==> config.mk <==
export PLATFORM = sky130hd
export DESIGN_NAME = unsaved_nios2_oci_dct_packer
export DESIGN_NICKNAME = d
export VERILOG_FILES = /design/src/rtl/unsaved_nios2_oci_dct_packer.sv
export SDC_FILE = /design/constraint.sdc
export NUM_CORES = 1
export LEC_CHECK = 0
export CELL_PAD_IN_SITES_DETAIL_PLACEMENT = 0
export CELL_PAD_IN_SITES_GLOBAL_PLACEMENT = 2
export CORE_MARGIN = 2
export CORE_UTILIZATION = 36
export CTS_CLUSTER_DIAMETER = 150
export DETAILED_ROUTE_END_ITERATION = 8
export PLACE_DENSITY = 0.86
export SLEW_MARGIN = 5
export SYNTH_ARGS = -nofsm -noshare
export SYNTH_HDL_FRONTEND = slang
export SYNTH_SLANG_ARGS = --single-unit
==> constraint.sdc <==
create_clock -name clk -period 2.3 [get_ports clk]
set_input_delay 0.46 -clock clk [delete_from_list [all_inputs] [get_ports clk]]
set_output_delay 0.46 -clock clk [all_outputs]
set_load 0.02 [all_outputs]
==> src/rtl/unsaved_nios2_oci_dct_packer.sv <==
// unsaved_nios2_oci_dct_packer
//
// Packs 2-bit direct-control-transfer (DCT) trace symbols from the Nios II
// OCI trace path into 30-bit frames of up to 15 symbols. The frames feed the
// OCI trace monitor stage. An accumulator collects symbols. A separate output
// register holds the completed frame, so packing can continue while a frame
// waits for the downstream side.
//
// Ports:
//   clk           system clock; all state changes on the rising edge
//   reset_n       asynchronous active-low reset
//   sym_valid     a symbol is offered this cycle
//   sym           DCT symbol
//   sym_ready     symbol accepted when sym_valid && sym_ready
//   flush         single-cycle request to emit a partial frame
//   frame_ready   downstream accepts the presented frame
//   frame_valid   dct_buffer/dct_count hold a frame
//   dct_buffer    packed frame; newest symbol in the low bits
//   dct_count     number of valid symbols in dct_buffer
//   flush_pending flush requested but not yet served
//   dct_drop_cnt  (DCT_PACKER_DROP_EN only) saturating count of dropped symbols
//
// Optional build macro: DCT_PACKER_DROP_EN.
// When it is defined, sym_ready is tied high. A symbol offered while the
// accumulator is full and the output register is busy is discarded and
// counted. When it is not defined, a full accumulator backpressures the
// source instead.

module unsaved_nios2_oci_dct_packer #(
  parameter int SYM_W = 2,
  parameter int DEPTH = 15,
  parameter int CNT_W = 4
) (
  input  logic                   clk,
  input  logic                   reset_n,
  input  logic                   sym_valid,
  input  logic [SYM_W-1:0]       sym,
  output logic                   sym_ready,
  input  logic                   flush,
  input  logic                   frame_ready,
  output logic                   frame_valid,
  output logic [SYM_W*DEPTH-1:0] dct_buffer,
  output logic [CNT_W-1:0]       dct_count,
`ifdef DCT_PACKER_DROP_EN
  output logic [7:0]             dct_drop_cnt,
`endif
  output logic                   flush_pending
);

  localparam int BUF_W = SYM_W * DEPTH;

  logic [BUF_W-1:0] acc_buf;
  logic [CNT_W-1:0] acc_cnt;

  logic out_free;
  logic fl;
  logic acc_full;
  logic acc_empty;
  logic accept;
  logic xfer;

  // The output register can take a new frame when it is empty, or when its
  // current frame leaves in this same cycle. A full accumulator is always
  // moved out. A partial one is moved out only on a flush request, either
  // live or remembered from an earlier cycle.
  always_comb begin
    out_free  = !frame_valid || frame_ready;
    fl        = flush || flush_pending;
    acc_full  = (acc_cnt == CNT_W'(DEPTH));
    acc_empty = (acc_cnt == '0);
    xfer      = out_free && (acc_full || (fl && !acc_empty));
`ifdef DCT_PACKER_DROP_EN
    sym_ready = 1'b1;
`else
    sym_ready = !acc_full || out_free;
`endif
    // A symbol arriving at a full accumulator is only taken when the
    // accumulator empties in the same cycle. This keeps acc_cnt at or below
    // DEPTH in both builds.
    accept    = sym_valid && (!acc_full || out_free);
  end

  // Accumulator. A transfer empties it. A symbol accepted in the same cycle
  // becomes the first symbol of the next frame.
  always_ff @(posedge clk or negedge reset_n) begin
    if (!reset_n) begin
      acc_buf <= '0;
      acc_cnt <= '0;
    end else if (xfer) begin
      if (accept) begin
        acc_buf <= {{(BUF_W-SYM_W){1'b0}}, sym};
        acc_cnt <= CNT_W'(1);
      end else begin
        acc_buf <= '0;
        acc_cnt <= '0;
      end
    end else if (accept) begin
      acc_buf <= {acc_buf[BUF_W-SYM_W-1:0], sym};
      acc_cnt <= acc_cnt + CNT_W'(1);
    end
  end

  // Output register. dct_buffer/dct_count keep their last value after the
  // frame is consumed. Only frame_valid drops.
  always_ff @(posedge clk or negedge reset_n) begin
    if (!reset_n) begin
      dct_buffer  <= '0;
      dct_count   <= '0;
      frame_valid <= 1'b0;
    end else if (xfer) begin
      dct_buffer  <= acc_buf;
      dct_count   <= acc_cnt;
      frame_valid <= 1'b1;
    end else if (frame_valid && frame_ready) begin
      frame_valid <= 1'b0;
    end
  end

  // A flush that cannot be served at once is remembered until the next
  // transfer. A flush that arrives while the accumulator is empty has
  // nothing to emit and is ignored.
  always_ff @(posedge clk or negedge reset_n) begin
    if (!reset_n) begin
      flush_pending <= 1'b0;
    end else if (xfer) begin
      flush_pending <= 1'b0;
    end else if (flush && !acc_empty) begin
      flush_pending <= 1'b1;
    end
  end

`ifdef DCT_PACKER_DROP_EN
  // Counts symbols that were discarded because there was nowhere to put
  // them. The count saturates so that a long overflow is not hidden by
  // wrap-around.
  always_ff @(posedge clk or negedge reset_n) begin
    if (!reset_n) begin
      dct_drop_cnt <= '0;
    end else if (sym_valid && acc_full && !out_free && (dct_drop_cnt != 8'hFF)) begin
      dct_drop_cnt <= dct_drop_cnt + 8'd1;
    end
  end
`endif

endmodule

==> flow_metrics.env <==
export IMPL_clkSlewWorstSetupHoldPaths_ns=0.08
export IMPL_initial_core_util_pct=37.1
export IMPL_firstDrtPassIters=4
export IMPL_clock_power_share_pct=22.3
export IMPL_synthCells=244
export IMPL_die_height_um=96.0
export IMPL_route_met2_wl_mm=2.44
export IMPL_cpMaxStageDelayCell="dfrtp_1"
export IMPL_dr_max_layer_used="met4"
export IMPL_cts_tree="done"
export IMPL_most_common_layout_cells="70 x dfrtp_1, 63 x nand2_1, 41 x clkdlybuf4s50_1, 34 x mux2_4, 33 x a21oi_1"
export IMPL_rows=33
export IMPL_crit_arrival_ns=1.69
export IMPL_wl_met3_um=193
export IMPL_cp_required_ns=1.84
export IMPL_critPathKind="flip-flop to primary output"
export IMPL_yosysSeqAreaShare_pct=57.5
export IMPL_core_sq_um=8220
export IMPL_drv_slew=0
export IMPL_crit_buf_inv=2
export IMPL_vias=1883
export IMPL_gp_congestion=0.718
export IMPL_die_area_sq_um=9220
export IMPL_drive_gt1_share_pct=21.3
export IMPL_finalSetupTns_ns=0
export IMPL_clock_skew_ns=0.0101
export IMPL_period_needed_ns=2.15
export IMPL_start_kind="flip-flop"
export IMPL_post_dp_cell_area_sq_um=3580
export IMPL_io_buffers=43
export IMPL_grt_ovfl_total=0
export IMPL_wire_per_inst_um=13.3
export IMPL_synth_area_per_cell_sq_um=12.5
export IMPL_ir_drop_uv=454
export IMPL_cpPeakStageDelay_ns=0.42
export IMPL_slew_headroom_pct=48.6
export IMPL_layout_commonest_cell="dfrtp_1"
export IMPL_drc=0
export IMPL_fmax_ghz=0.466
export IMPL_grt_use_total_pct=13.1
export IMPL_clockRootBuffer="clkbuf_8"
export IMPL_reg2reg_depth=7
export IMPL_r2r_end="dct_buffer[15]$_DFFE_PN0P_"
export IMPL_ctsHoldBuffers=0
export IMPL_vias_per_cell=4.65
export IMPL_postRouteAntennaNets=0
export IMPL_grt_pass1_wl_mm=9.16
export IMPL_clockBufferDepth=2
export IMPL_crit_chain="ha_1 -> nand2_1 -> nor2_2 -> inv_1 -> dlygate4sd2_1"
export IMPL_rsz0062_at_grt="no"
export IMPL_cp_endpoint="sym_ready"
export IMPL_pwr_share_comb_pct=37.5
export IMPL_hold_slack_ns=0.195
export IMPL_drt_iter0_drc=67
export IMPL_p_seq_share_pct=40.2
export IMPL_p_int_mw=2.81
export IMPL_area_growth_pct=23.6
export IMPL_antenna_found_initial=0
export IMPL_die_w_um=96.0
export IMPL_grt_pass1_vias=1847
export IMPL_fin_area_sq_um=3770
export IMPL_power_switching_mw=1.39
export IMPL_cp_max_fo=5
export IMPL_worstMarginPinSlew_ns=0.772
export IMPL_num_nets_final=304
export IMPL_ys_ff_latch=70
export IMPL_synth_distinct_cells=31
export IMPL_min_path_type="primary input to async pin"
export IMPL_yosysWarnings=0
export IMPL_hold_violations=0
export IMPL_r2r_start="acc_cnt[0]$_DFFE_PN0P_"
export IMPL_ctsHtreeMaxLevel=3
export IMPL_pre_cts_ws_ns=0.00414
export IMPL_nFillCells=765
export IMPL_dpl_hpwl_mm=3.53
export IMPL_r2r_slack_ns=0.40
export IMPL_setup_viol=0
export IMPL_crit_path_start="acc_cnt[1]$_DFFE_PN0P_"
export IMPL_outcome="finished clean"
export IMPL_routed_wl_mm=5.40
export IMPL_num_io_pins=44
export IMPL_switching_share_pct=33.2
export IMPL_cpLargestDelayFamily="flip-flops"
export IMPL_fin_ws_ns=0.152
export IMPL_cts_made_buffers=9
export IMPL_grt_max_degree=36
export IMPL_synth_nets=253
export IMPL_leakagePower_nw=1.70
export IMPL_met1Wirelength_mm=2.68
export IMPL_cp_depth=5
export IMPL_syn_area_sq_um=3050
export IMPL_cts_sinks=70
export IMPL_diodes=0
export IMPL_finalCritPeriodShare_pct=93.4
export IMPL_clock_latency_ns=0.34
export IMPL_drv_cap=0
export IMPL_crit_path_end_kind="primary output"
export IMPL_p_per_area_nw_per_um2=1120
==> cell type report <==
type | instances | area (sq um) | area share [%]
clock inverter | 4 | 47.5 | 1.26
tap | 105 | 131 | 3.49
sequential | 70 | 1750 | 46.5
inverter | 4 | 15.0 | 0.399
multi-input combinational | 157 | 1140 | 30.2
clock buffer | 12 | 135 | 3.59
timing repair buffer | 53 | 549 | 14.6
==> flip-flops by register name, indices dropped and copies added (netlist names) <==
signal         flops
acc_buf           30
dct_buffer        30
acc_cnt            4
dct_count          4
flush_pending      1
frame_valid        1
==> worst min path at each step <==
stage | startpoint | endpoint | slack, ns | cells past startpoint
4_1_cts | reset_n | acc_buf[3]$_DFFE_PN0P_ | 0.21 | 1
2_1_floorplan | reset_n | acc_buf[0]$_DFFE_PN0P_ | 0.16 | 0
6_report | reset_n | acc_buf[3]$_DFFE_PN0P_ | 0.20 | 1
5_1_grt | reset_n | dct_buffer[6]$_DFFE_PN0P_ | 0.23 | 1
3_5_place_dp | dct_buffer[3]$_DFFE_PN0P_ | dct_buffer[3]$_DFFE_PN0P_ | 0.49 | 1
3_3_place_gp | acc_buf[28]$_DFFE_PN0P_ | dct_buffer[28]$_DFFE_PN0P_ | 0.49 | 1
==> worst reg2reg max path: cells and delay by family, from the launching register on <==
kind            cells  cell delay, ns
mux                 1            0.34
buf+inv             2            0.31
fa+ha+maj           1            0.19
simple gates        2            0.30
compound gates      1            0.23
flops               1            0.42
==> kinds of logic after synthesis <==
group / Yosys count / synth area share (%)
muxes: 36 / 17.4
adders and majority gates: 2 / 0.821
buffers and inverters: 17 / 5.42
DFF: 70 / 57.5
and+or+nand+nor: 77 / 11.0
AOI/OAI and AO/OA: 42 / 7.92
==> through the flow <==
step	power (mW)	utilization, %	cells
after floorplan	2.91	-	244
after global placement	3.29	43.6	389
after detailed placement	3.31	43.6	389
after CTS	4.26	45.8	405
after global routing	4.47	45.9	405
final	4.20	45.9	405
==> power groups by stage <==
stage,sequential [mW],combinational [mW],clock (mW)
after floorplan,1.87,1.04,0
after global placement,1.72,1.57,0
after detailed placement,1.72,1.59,0
after CTS,1.70,1.59,0.971
after global routing,1.73,1.70,1.04
final,1.69,1.58,0.936
==> timing repair <==
| item | 4_1_cts | 5_1_grt |
|---|---|---|
| setup buffers | 0 | 0 |
| gates resized for setup | 1 | 1 |
| cloned | 0 | 0 |
| endpoints found under the setup margin | 1 | 1 |
| pin swaps | 0 | 0 |
==> synthesized netlist by cell type <==
cell type,n,share of area [%]
a211o_1,1,0.29
a21oi_1,33,5.4
a21oi_2,1,0.29
a221oi_1,1,0.29
a311oi_1,1,0.29
and3_1,1,0.21
buf_12,4,2.6
buf_2,2,0.33
buf_4,1,0.25
buf_6,4,1.5
clkbuf_1,2,0.25
dfrtp_1,70,57
ha_1,2,0.82
inv_1,4,0.49
mux2_4,34,17
mux2i_1,2,0.66
nand2_1,63,7.8
nand2_4,1,0.37
nand2b_1,1,0.21
nand3b_1,1,0.25
nor2_1,4,0.49
nor2_8,1,0.66
nor2b_1,1,0.21
nor3_1,2,0.33
nor3b_1,1,0.25
o21a_1,1,0.25
o21ai_0,1,0.16
o21ai_1,1,0.16
o21ba_4,1,0.53
o21bai_1,1,0.25
or2b_1,1,0.25
==> metal layers <==
layer,track usage (%),vias to the layer above
li1,-,918
met1,18.6,926
met2,18.7,31
met3,4.31,8
met4,4.64,0
met5,0,-
Power figures use the tool's default switching activity.
